==> config.mk <==
export PLATFORM = sky130hd
export DESIGN_NAME = layer_sequencer
export DESIGN_NICKNAME = d
export VERILOG_FILES = /design/src/rtl/layer_sequencer.sv
export SDC_FILE = /design/constraint.sdc
export NUM_CORES = 1
export LEC_CHECK = 0
export ABC_AREA = 1
export CORE_UTILIZATION = 53
export CTS_BUF_LIST = sky130_fd_sc_hd__clkbuf_4 sky130_fd_sc_hd__clkbuf_8
export CTS_CLUSTER_SIZE = 20
export DETAILED_ROUTE_END_ITERATION = 7
export PLACE_DENSITY = 0.95
export SLEW_MARGIN = 20
export SYNTH_ARGS = -nofsm -noshare
export SYNTH_HDL_FRONTEND = slang
export SYNTH_SLANG_ARGS = --single-unit
==> constraint.sdc <==
create_clock -name clk -period 4.3 [get_ports clk]
set_input_delay 1.29 -clock clk [delete_from_list [all_inputs] [get_ports clk]]
set_output_delay 1.29 -clock clk [all_outputs]
set_load 0.01 [all_outputs]
==> src/rtl/layer_sequencer.sv <==
// Multi-pass neuron-pool sequencer: hidden-layer passes, then output-layer passes, then max-finder.
// Optional watchdog on WAIT (with ERR state) enabled by defining LAYER_SEQ_WATCHDOG_EN.
module layer_sequencer #(
    parameter int unsigned NUM_UNITS      = 10,
    parameter int unsigned HIDDEN_PASSES  = 3,
    parameter int unsigned OUT_PASSES     = 1,
    parameter int unsigned TIMEOUT_CYCLES = 1024,
    localparam int unsigned MAX_PASSES    = (HIDDEN_PASSES > OUT_PASSES) ? HIDDEN_PASSES : OUT_PASSES,
    localparam int unsigned PASS_W        = (MAX_PASSES > 1) ? $clog2(MAX_PASSES) : 1
) (
    input  logic                  clk,
    input  logic                  rst,
    input  logic                  start_circuit,
    input  logic [NUM_UNITS-1:0]  ready,
    output logic                  rst_hidden_regs,
    output logic                  start_neurons,
    output logic                  ld_en,
    output logic                  ld_layer,
    output logic [PASS_W-1:0]     ld_pass,
    output logic [1:0]            ctrl_w_b_data_neuron,
    output logic                  enMax,
    output logic                  ready_circuit,
    output logic                  busy,
    output logic                  err
);

    localparam logic [2:0] S_IDLE  = 3'd0;
    localparam logic [2:0] S_CLR   = 3'd1;
    localparam logic [2:0] S_START = 3'd2;
    localparam logic [2:0] S_WAIT  = 3'd3;
    localparam logic [2:0] S_LOAD  = 3'd4;
    localparam logic [2:0] S_MAX   = 3'd5;
    localparam logic [2:0] S_DONE  = 3'd6;
`ifdef LAYER_SEQ_WATCHDOG_EN
    localparam logic [2:0] S_ERR   = 3'd7;
    localparam int unsigned WD_W   = $clog2(TIMEOUT_CYCLES + 1);
`endif

    if (NUM_UNITS < 1 || HIDDEN_PASSES < 1 || OUT_PASSES < 1 || TIMEOUT_CYCLES < 1) begin : g_bad_params
        $error("layer_sequencer: all parameters must be at least 1");
    end

    logic [2:0]            r_state;
    logic [PASS_W-1:0]     r_pass;
    logic                  r_layer;
    logic [NUM_UNITS-1:0]  r_mask;
`ifdef LAYER_SEQ_WATCHDOG_EN
    logic [WD_W-1:0]       r_wd;
    logic                  w_wd_expired;
`endif

    logic [NUM_UNITS-1:0]  w_mask_next;
    logic                  w_wait_done;
    logic                  w_pass_is_last;

    // The bit arriving this cycle completes WAIT without waiting for the mask register.
    assign w_mask_next    = r_mask | ready;
    assign w_wait_done    = &w_mask_next;
    assign w_pass_is_last = (32'(r_pass) + 32'd1) >= (r_layer ? OUT_PASSES : HIDDEN_PASSES);

`ifdef LAYER_SEQ_WATCHDOG_EN
    assign w_wd_expired = (r_wd == WD_W'(TIMEOUT_CYCLES - 1));

    always_ff @(posedge clk or posedge rst) begin
        if (rst) begin
            r_wd <= '0;
        end else if (r_state == S_START) begin
            r_wd <= '0;
        end else if (r_state == S_WAIT && !w_wait_done && !w_wd_expired) begin
            r_wd <= r_wd + WD_W'(1);
        end
    end
`endif

    always_ff @(posedge clk or posedge rst) begin
        if (rst) begin
            r_state <= S_IDLE;
            r_pass  <= '0;
            r_layer <= 1'b0;
            r_mask  <= '0;
        end else begin
            case (r_state)
                S_IDLE: begin
                    if (start_circuit) begin
                        r_state <= S_CLR;
                        r_layer <= 1'b0;
                        r_pass  <= '0;
                    end
                end
                S_CLR: begin
                    r_state <= S_START;
                end
                S_START: begin
                    r_mask  <= '0;
                    r_state <= S_WAIT;
                end
                S_WAIT: begin
                    r_mask <= w_mask_next;
                    if (w_wait_done) begin
                        r_state <= S_LOAD;
                    end
`ifdef LAYER_SEQ_WATCHDOG_EN
                    else if (w_wd_expired) begin
                        r_state <= S_ERR;
                    end
`endif
                end
                S_LOAD: begin
                    if (!w_pass_is_last) begin
                        r_pass  <= r_pass + PASS_W'(1);
                        r_state <= S_START;
                    end else if (!r_layer) begin
                        r_layer <= 1'b1;
                        r_pass  <= '0;
                        r_state <= S_START;
                    end else begin
                        r_state <= S_MAX;
                    end
                end
                S_MAX: begin
                    r_state <= S_DONE;
                end
                S_DONE: begin
                    r_state <= S_IDLE;
                end
`ifdef LAYER_SEQ_WATCHDOG_EN
                S_ERR: begin
                    if (start_circuit) begin
                        r_state <= S_CLR;
                        r_layer <= 1'b0;
                        r_pass  <= '0;
                    end
                end
`endif
                default: begin
                    r_state <= S_IDLE;
                end
            endcase
        end
    end

    always_comb begin
        rst_hidden_regs      = 1'b0;
        start_neurons        = 1'b0;
        ld_en                = 1'b0;
        ld_layer             = 1'b0;
        ld_pass              = '0;
        ctrl_w_b_data_neuron = 2'b00;
        enMax                = 1'b0;
        ready_circuit        = 1'b0;
        case (r_state)
            S_CLR: rst_hidden_regs = 1'b1;
            S_START: begin
                start_neurons        = 1'b1;
                ctrl_w_b_data_neuron = {1'b0, r_layer};
            end
            S_WAIT: ctrl_w_b_data_neuron = {1'b0, r_layer};
            S_LOAD: begin
                ld_en                = 1'b1;
                ld_layer             = r_layer;
                ld_pass              = r_pass;
                ctrl_w_b_data_neuron = {1'b0, r_layer};
            end
            S_MAX:  enMax         = 1'b1;
            S_DONE: ready_circuit = 1'b1;
            default: begin
            end
        endcase
    end

`ifdef LAYER_SEQ_WATCHDOG_EN
    assign busy = (r_state != S_IDLE) && (r_state != S_ERR);
    assign err  = (r_state == S_ERR);
`else
    assign busy = (r_state != S_IDLE);
    assign err  = 1'b0;
`endif

endmodule

==> run_results.csv, run 1 <==
group,metric,value,unit
cts,post-cts-setup-buffer-count,0,
critical_path,critPathLaunchType,"flop",
drt,drc,0,
synth,ys_types,21,
sta,hold_ws,0.4929,ns
cells_and_area,fill_cells,111,
cts,cts_buffers,3,
placed_design,numPortBuffers,22,
synth,synth_seq_cells,16,
cts,clock_latency,0.29,ns
cells_and_area,fin_util,0.7724,
critical_path,cp.arrival,1.86,ns
placed_design,place_congestion,0.8628,
synth,syn_avg_cell_area,7.527,µm²
sta,slew_headroom,0.5959,
floorplan,ios,25,
cts,cts_root_buffer,"clkbuf_4",
drt,wl_per_cell,11.54,µm
critical_path,crit_required,3.01,ns
cts,clkTransAtPathRegs,0.09,ns
drt,dr.pass1.iters,4,
synth,synth_ff_type,"dfrtp_1",
floorplan,die_h,44.47,µm
global_routing,grt_use_total,0.2372,
cts,cts_resized,0,
placed_design,placed_cell_area,1195,µm²
sta,rsz0062_at_grt,"no",
cells_and_area,layout_commonest_cell,"nand2_1",
critical_path,regToRegSetupSlack,2.53,ns
sta,fin_tns_setup,0,ns
min_path,hold_path_class,"flop to flop",
cells_and_area,regArea,400.4,µm²
power_and_ir_drop,vdd_ir_drop_max,0.0004314,V
critical_path,path_class,"flop to primary output",
sta,skew,0.002443,ns
sta,setup-violations-final,0,
critical_path,r2r-end,"r_pass[1]",
global_routing,grt_pass1_vias,761,
cts,cts_sinks,16,
critical_path,worstReg2RegStart,"r_pass[0]",
cells_and_area,area_growth,28.80,%
sta,fmax,317.5,MHz
sta,hold_violations,0,
sta,post-route-period-util,0.7325,
synth,synth-seq-area-share,0.4188,
floorplan,initial_core_util,0.5997,
floorplan,chipWidth,44.47,µm
synth,synth_cells,127,
drt,drt-initial-drc-count,42,
global_routing,overflow,0,
global_routing,antenna_found_initial,0,
drt,vias,860,
sta,layout_min_cycle_time,3.150,ns
cells_and_area,antenna_cells,0,
synth,syn-cell-area,955.9,µm²
global_routing,grt_pass1_wl,3.291,mm
drt,postRouteAntennaNets,0,
drt,avgViaCountPerCell,4.886,
synth,postSynth.asyncResetShare,1.000,
min_path,hold_start,"r_mask[9]",
cells_and_area,drive_gt1_frac,0.1053,
floorplan,die_area,1978,µm²
min_path,min_path_cells,2,
outcome,status,"finished clean",
cts,ctsLongestPathBuffers,2,
cts,ctsHtreeMaxLevel,1,
power_and_ir_drop,power.leakage,0.6401,nW
synth,ys_warn_count,0,
cells_and_area,multiInputGateArea,432.9,µm²
cells_and_area,final_cell_area,1231,µm²
sta,drv_slew,0,
sta,worst_pin_slew,0.6056,ns
min_path,holdPathEnd,"r_mask[9]",
cells_and_area,nNetsFinal,168,
drt,wl,2.031,mm
power_and_ir_drop,p_per_area,626.9,nW/µm²
cts,cts_hold_buf,0,
synth,synth-edff-count,0,
critical_path,path_max_fanout,10,
floorplan,core.rowCount,14,
placed_design,hpwl,1.551,mm
critical_path,r2r_cells,9,
cells_and_area,final_cell_mix,"nand2_1 (32), inv_1 (26), clkdlybuf4s50_1 (22)",
global_routing,grt_max_degree,17,
cts,cts_tree,"done",
critical_path,worst_setup_path_end_kind,"primary output",
flow_run,cap_violations,0,
floorplan,core-area,1594,µm²
## critical path, cell delays in order, from the launching register on
cell and delay (ns):
dfrtp_1 0.49, nor2_4 0.27, nand2_1 0.10, inv_1 0.15
clkdlybuf4s50_1 0.56
## per-layer routing
layer / wire, µm / track usage / up-vias / part of all wire
met5: 0 / 0 / - / 0
met4: 36 / 0.09697 / 0 / 0.018
met3: 126 / 0.05714 / 7 / 0.062
met2: 975 / 0.3853 / 36 / 0.48
met1: 892 / 0.3029 / 382 / 0.44
li1: - / - / 435 / -
## worst max-delay path by stage
stage	startpoint	endpoint	slack, ns	cells after the start
final	r_state[2]	start_neurons	1.15	4
after global routing	r_state[2]	ctrl_w_b_data_neuron[0]	1.08	4
after CTS	r_state[2]	ctrl_w_b_data_neuron[0]	1.16	4
after detailed placement	r_state[2]	start_neurons	1.48	4
after global placement	r_state[2]	start_neurons	1.52	4
after floorplan	r_state[2]	ctrl_w_b_data_neuron[0]	2.05	3
## logic make-up after synthesis
kind of cell / synth area share
AND/OR/NAND/NOR: 0.3050
buffers and inverters: 0.1322
AO/OA/AOI/OAI: 0.1060
flip-flops: 0.4188
adder cells (fa/ha/maj): 0.03403
other: 0.003923
## layout make-up
class / instances / area share
Sequential cell: 16 / 0.3252
Multi-Input combinational cell: 81 / 0.3516
Clock buffer: 4 / 0.02947
Timing Repair Buffer: 22 / 0.1789
Tap cell: 24 / 0.02439
Inverter: 29 / 0.09045
## per-stage QoR
step,std cells,setup slack [ns],power [mW]
after floorplan,128,2.050,0.5492
after global placement,172,1.524,0.6469
after detailed placement,172,1.485,0.6692
after CTS,176,1.160,0.7719
after global routing,176,1.076,0.8377
final,176,1.150,0.7719
## registers in the layout (all words and copies together), names as in the netlist
name,cells
r_mask,10
r_layer,1
r_pass,2
r_state,3
## synth_stat cells, types with 2 or more instances
cell type / number / area (µm²)
nor2_1: 12 / 45.04
buf_4: 2 / 15.01
o21ai_2: 2 / 17.52
nand3_1: 6 / 30.03
o21ai_0: 6 / 30.03
dfrtp_1: 16 / 400.4
nand2_1: 32 / 120.1
nor2_4: 3 / 33.78
nand2_4: 2 / 22.52
inv_2: 2 / 7.510
a21oi_1: 9 / 45.04
inv_1: 26 / 97.59
## report_power, final
| group | internal (mW) | switching [mW] | leakage (nW) |
|---|---|---|---|
| combinational | 0.157 | 0.255 | 0.417 |
| clock | 0.0516 | 0.0494 | 0.0210 |
| sequential | 0.217 | 0.0419 | 0.202 |
| total | 0.426 | 0.346 | 0.640 |
Note: power is estimated with default switching activity, not from simulation.
==> run 2, diff against run 1 <==
- CORE_UTILIZATION: 53 -> 45
- PLACE_DENSITY: 0.95 -> 0.87
- clock period: 4.3 -> 2.6 ns (I/O delays scaled with it)
==> run 2 against run 1 <==
Non-clock buffer count grew 1. Critical endpoint is now ctrl_w_b_data_neuron[0]. Largest cell class unchanged. Total power grew 61%. Sequential cell count is the same. Worst hold slack gained 0.0019 ns. Core utilization shrank 15 points. Final cell count grew 1.7%.
==> run_results.csv, run 2 (synthesized netlist as in run 1, its figures left out) <==
group,metric,value,unit
cells_and_area,area_growth,28.66,%
placed_design,hpwl,1.505,mm
critical_path,crit_required,1.82,ns
sta,post-route-period-util,0.9667,
cells_and_area,largest_register,"r_mask",
critical_path,critPathLaunchType,"flop",
placed_design,post-place-ws,0.2944,ns
power_and_ir_drop,p_seq_frac,0.345,
critical_path,regToRegSetupSlack,0.81,ns
floorplan,core-area,1982,µm²
power_and_ir_drop,combPwrFrac,0.551,
sta,layout_setup_ws,0.08655,ns
sta,layout_min_cycle_time,2.513,ns
critical_path,max_stage_delay,0.55,ns
min_path,hold_path_class,"flop to flop",
cells_and_area,drive_gt1_frac,0.1118,
cts,clock_latency,0.28,ns
cts,clkTransAtPathRegs,0.09,ns
flow_run,cap_violations,0,
min_path,holdPathEnd,"r_layer",
floorplan,die_area,2313,µm²
drt,vias,849,
placed_design,place_congestion,0.8681,
cells_and_area,final_cell_area,1230,µm²
sta,drv_slew,0,
sta,worst_pin_slew,0.5793,ns
power_and_ir_drop,p_sw,0.5557,mW
sta,hold_violations,0,
sta,skew,0.001026,ns
floorplan,core.rowCount,16,
global_routing,grt_use_total,0.1964,
cts,cts_tree,"done",
global_routing,grt_pass1_vias,768,
placed_design,dp.cells,175,
drt,drt-initial-drc-count,22,
cells_and_area,nNetsFinal,169,
floorplan,ios,25,
critical_path,r2r-end,"r_pass[1]",
outcome,status,"finished clean",
placed_design,numPortBuffers,22,
power_and_ir_drop,finalPower,1.241,mW
placed_design,placed_cell_area,1199,µm²
critical_path,path_class,"flop to primary output",
cts,cts_buffers,3,
cells_and_area,largest_reg_flops,10,
drt,postRouteAntennaNets,0,
critical_path,cp_cell_sequence,"nor2_4, nand2_4, a21oi_1, clkdlybuf4s50_1",
drt,avgViaCountPerCell,4.743,
critical_path,slowest_stage,"clkdlybuf4s50_1",
power_and_ir_drop,swShare,0.4478,
drt,wl_per_cell,10.66,µm
cells_and_area,largestRegisters,"r_mask (10), r_state (3), r_pass (2)",
cells_and_area,stdcell_count,179,
sta,slew_headroom,0.6133,
cells_and_area,antenna_cells,0,
cts,ctsLongestPathBuffers,2,
power_and_ir_drop,clockPowerShare,0.104,
cts,cts_root_buffer,"clkbuf_4",
global_routing,grt_pass1_wl,3.167,mm
power_and_ir_drop,p_per_area,1009,nW/µm²
power_and_ir_drop,power.leakage,0.6367,nW
power_and_ir_drop,vdd_ir_drop_max,0.0005169,V
drt,dr.pass1.iters,4,
drt,drc,0,
cts,cts_hold_buf,0,
global_routing,antenna_found_initial,0,
floorplan,initial_core_util,0.4823,
global_routing,grt_max_degree,17,
sta,rsz0062_at_grt,"no",
floorplan,die_h,48.09,µm
sta,fmax,397.9,MHz
cts,cts_sinks,16,
cells_and_area,final_cell_mix,"nand2_1 (32), inv_1 (26), clkdlybuf4s50_1 (22)",
power_and_ir_drop,p_int,0.6852,mW
sta,setup-violations-final,0,
floorplan,chipWidth,48.09,µm
cells_and_area,layout_commonest_cell,"nand2_1",
critical_path,path_max_fanout,7,
drt,wl,1.908,mm
critical_path,worst_setup_path_end_kind,"primary output",
min_path,min_path_cells,2,
sta,fin_tns_setup,0,ns
critical_path,worstReg2RegStart,"r_pass[0]",
global_routing,overflow,0,
critical_path,cp.arrival,1.73,ns
min_path,hold_start,"r_layer",
critical_path,r2r_cells,9,
cts,ctsHtreeMaxLevel,1,
-- run 2: cell count changes in the layout (fill, tap and decap cells not counted) --
cell | before | now
buf_4 | 0 | 1
clkbuf_8 | 1 | 0
dfrtp_1 | 16 | 15
dfrtp_2 | 0 | 1
-- run 2: final cells by class --
cell class | count | area [µm²]
Clock buffer | 3 | 22.52
Tap cell | 27 | 33.78
Timing Repair Buffer | 23 | 227.7
Fill cell | 160 | 752.0
Inverter | 29 | 111.4
Multi-Input combinational cell | 81 | 432.9
Sequential cell | 16 | 401.6
-- run 2: how the worst max path moves through the flow --
stage                              endpoint  slack, ns        from  depth (start not counted)
global route        ctrl_w_b_data_neuron[0]      0.002  r_state[0]                          4
detailed placement            start_neurons       0.29  r_state[2]                          4
floorplan           ctrl_w_b_data_neuron[0]       0.86  r_state[2]                          3
finish              ctrl_w_b_data_neuron[0]       0.09  r_state[0]                          4
CTS                           start_neurons     0.0001  r_state[2]                          4
global placement              start_neurons       0.32  r_state[2]                          4
-- run 2: critical path, delay by kind of cell (launching register included) --
| kind | cells | cell delay [ns] |
|---|---|---|
| buf+inv | 1 | 0.55 |
| flops | 1 | 0.46 |
| simple gates | 2 | 0.27 |
| compound gates | 1 | 0.17 |
-- run 2: power groups by stage --
stage                     sequential (mW)  combinational (mW)  clock [mW]
after floorplan                     0.418               0.491           0
after global placement              0.425               0.642           0
after detailed placement            0.433               0.669           0
after CTS                           0.428               0.675       0.130
after global routing                0.441               0.779       0.143
final                               0.428               0.684       0.129
-- run 2: layer usage --
metal  vias up  GRT usage  share of wire
met5         -          0              0
li1        434          -              -
met3         5    0.02222          0.057
met2        30     0.3000           0.47
met1       380     0.2827           0.46
met4         0    0.08333          0.020
-- run 2: through the flow --
step	util	hold WS [ns]
after detailed placement	0.6048	0.4696
final	0.6206	0.4948
after global routing	0.6206	0.5156
after floorplan	-	0.4492
after global placement	0.6048	0.4642
after CTS	0.6162	0.4938
-- run 2: timing repair --
action / 4_1_cts / 5_1_grt
pin swaps: 1 / 1
hold endpoints to repair: 0 / 0
setup buffers: 0 / 1
resized for setup: 0 / 1
endpoints found under the setup margin: 1 / 2
==> run 3, diff against run 2 <==
- RECOVER_POWER: not set -> 100
- clock period: 2.6 -> 2.3 ns (I/O delays scaled with it)
==> run 3 against run 2 <==
Via count increased by 2.8%. Core utilization increased by 1.6 points. Final cell count increased by 1.7%. Worst hold slack got worse by 0.0030 ns. Register-to-register slack got worse by 0.30 ns. First-iteration DRC count increased by 14%. Sequential power increased by 13%.
==> run_results.csv, run 3 (synthesized netlist as in run 1, its figures left out) <==
group,metric,value,unit
sta,fin_tns_setup,0,ns
flow_run,cap_violations,0,
cells_and_area,largest_reg_flops,10,
floorplan,initial_core_util,0.4823,
cts,cts_tree,"done",
drt,postRouteAntennaNets,0,
placed_design,place_congestion,0.9065,
placed_design,post-place-ws,0.1691,ns
placed_design,hpwl,1.544,mm
sta,layout_setup_ws,0.08219,ns
power_and_ir_drop,finalPower,1.465,mW
power_and_ir_drop,p_sw,0.6732,mW
min_path,holdPathEnd,"r_layer",
cts,clock_latency,0.29,ns
cells_and_area,drive_gt1_frac,0.1355,
drt,avgViaCountPerCell,4.797,
drt,drc,0,
global_routing,grt_use_total,0.2064,
drt,wl_met1,924,µm
sta,rsz0062_at_grt,"no",
sta,layout_min_cycle_time,2.218,ns
power_and_ir_drop,clockPowerShare,0.102,
cells_and_area,nNetsFinal,172,
global_routing,antenna_found_initial,0,
power_and_ir_drop,swShare,0.4594,
floorplan,die_h,48.09,µm
sta,drv_slew,0,
floorplan,ios,25,
cells_and_area,fill_cells,171,
cells_and_area,layout_commonest_cell,"nand2_1",
sta,worst_pin_slew,0.6037,ns
power_and_ir_drop,p_per_area,1161,nW/µm²
cells_and_area,largest_register,"r_mask",
floorplan,core.rowCount,16,
floorplan,core-area,1982,µm²
critical_path,slowest_stage,"dfrtp_2",
critical_path,crit_required,1.61,ns
critical_path,max_stage_delay,0.44,ns
power_and_ir_drop,vdd_ir_drop_max,0.0006264,V
drt,top_layer,"met4",
power_and_ir_drop,p_int,0.7922,mW
floorplan,chipWidth,48.09,µm
cts,cts_hold_buf,0,
drt,drt-initial-drc-count,25,
drt,wl,2.195,mm
critical_path,cp_top_family,"buffers and inverters",
placed_design,placed_cell_area,1214,µm²
global_routing,grt_pass1_vias,750,
sta,post-route-period-util,0.9643,
cells_and_area,antenna_cells,0,
sta,fmax,450.9,MHz
critical_path,r2r_cells,8,
critical_path,critPathLaunchType,"flop",
min_path,hold_path_class,"flop to flop",
global_routing,grt_pass1_wl,3.160,mm
cells_and_area,final_cell_area,1262,µm²
critical_path,worstReg2RegStart,"r_pass[0]",
drt,dr_wl_met3,111,µm
critical_path,cp.arrival,1.53,ns
critical_path,worst_setup_path_end_kind,"primary output",
cts,clkTransAtPathRegs,0.10,ns
power_and_ir_drop,power.leakage,0.7124,nW
cts,ctsHtreeMaxLevel,1,
outcome,status,"finished clean",
cells_and_area,largestRegisters,"r_mask (10), r_state (3), r_pass (2)",
sta,hold_violations,0,
cells_and_area,area_growth,32.07,%
placed_design,dp.cells,177,
cts,ctsLongestPathBuffers,2,
drt,wl_met2,1.094,mm
sta,setup-violations-final,0,
drt,wl_per_cell,12.06,µm
global_routing,grt_max_degree,17,
drt,dr.pass1.iters,6,
power_and_ir_drop,combPwrFrac,0.569,
placed_design,numPortBuffers,22,
sta,skew,0.008190,ns
critical_path,regToRegSetupSlack,0.51,ns
cells_and_area,stdcell_count,182,
cells_and_area,final_cell_mix,"nand2_1 (32), inv_1 (25), dfrtp_1 (14)",
sta,slew_headroom,0.5971,
cts,cts_sinks,16,
critical_path,r2r-end,"r_state[2]",
floorplan,die_area,2313,µm²
critical_path,cp_cell_sequence,"buf_12, nor2_4, nand2_1, inv_2, dlygate4sd2_1",
drt,vias,873,
cts,cts_buffers,3,
min_path,min_path_cells,2,
min_path,hold_start,"r_layer",
critical_path,cp_num_buf_inv,3,
power_and_ir_drop,p_seq_frac,0.329,
critical_path,path_class,"flop to primary output",
critical_path,path_max_fanout,5,
global_routing,overflow,0,
cts,cts_root_buffer,"clkbuf_4",
==> run 3: layer usage <==
metal / track usage / up-vias
met2: 0.3405 / 38
met3: 0.02222 / 7
met5: 0 / -
met1: 0.2634 / 391
met4: 0.1167 / 0
li1: - / 437
==> run 3: stage by stage <==
step | hold slack (ns) | utilization
finish | 0.4919 | 0.6370
global route | 0.5208 | 0.6370
CTS | 0.4916 | 0.6250
detailed placement | 0.4711 | 0.6124
global placement | 0.4664 | 0.6124
floorplan | 0.4492 | -
==> run 3: layout make-up <==
class	instances	area (µm²)	area share
timing repair buffer	26	259.0	0.2052
tap	27	33.78	0.02676
multi-input combinational	81	432.9	0.3429
clock buffer	3	22.52	0.01784
sequential	16	402.9	0.3191
inverter	29	111.4	0.08821
==> run 3: worst register-to-register path, cell delays in order (launching register included) <==
cell and delay [ns]:
dfrtp_1 0.41, inv_1 0.10, fa_1 0.54, nor2_1 0.04
nand2_1 0.11, nand2_1 0.09, nand2_1 0.10, nor3b_1 0.20
nor2_1 0.08
==> run 3: how the worst max path moves through the flow <==
stage               start                      end  slack [ns]  cells past startpoint
4_1_cts        r_state[0]               ld_pass[1]       0.001                      4
5_1_grt        r_state[2]            start_neurons       0.007                      5
3_3_place_gp   r_state[2]            start_neurons        0.22                      4
6_report       r_state[2]            start_neurons        0.08                      5
3_5_place_dp   r_state[2]            start_neurons        0.17                      4
2_1_floorplan  r_state[2]  ctrl_w_b_data_neuron[0]        0.65                      3
==> run 3: power by group through the flow <==
stage                     sequential, mW  clock (mW)  combinational, mW
after global placement             0.481           0              0.755
after global routing               0.493       0.161              0.924
after floorplan                    0.472           0              0.555
after detailed placement           0.490           0              0.794
final                              0.482       0.150              0.834
after CTS                          0.485       0.149              0.802
==> run 3: repair_timing <==
action | 4_1_cts | 5_1_grt
gates resized for setup | 8 | 4
endpoints found under the setup margin | 8 | 4
pin swaps | 1 | 0
setup buffers | 1 | 1
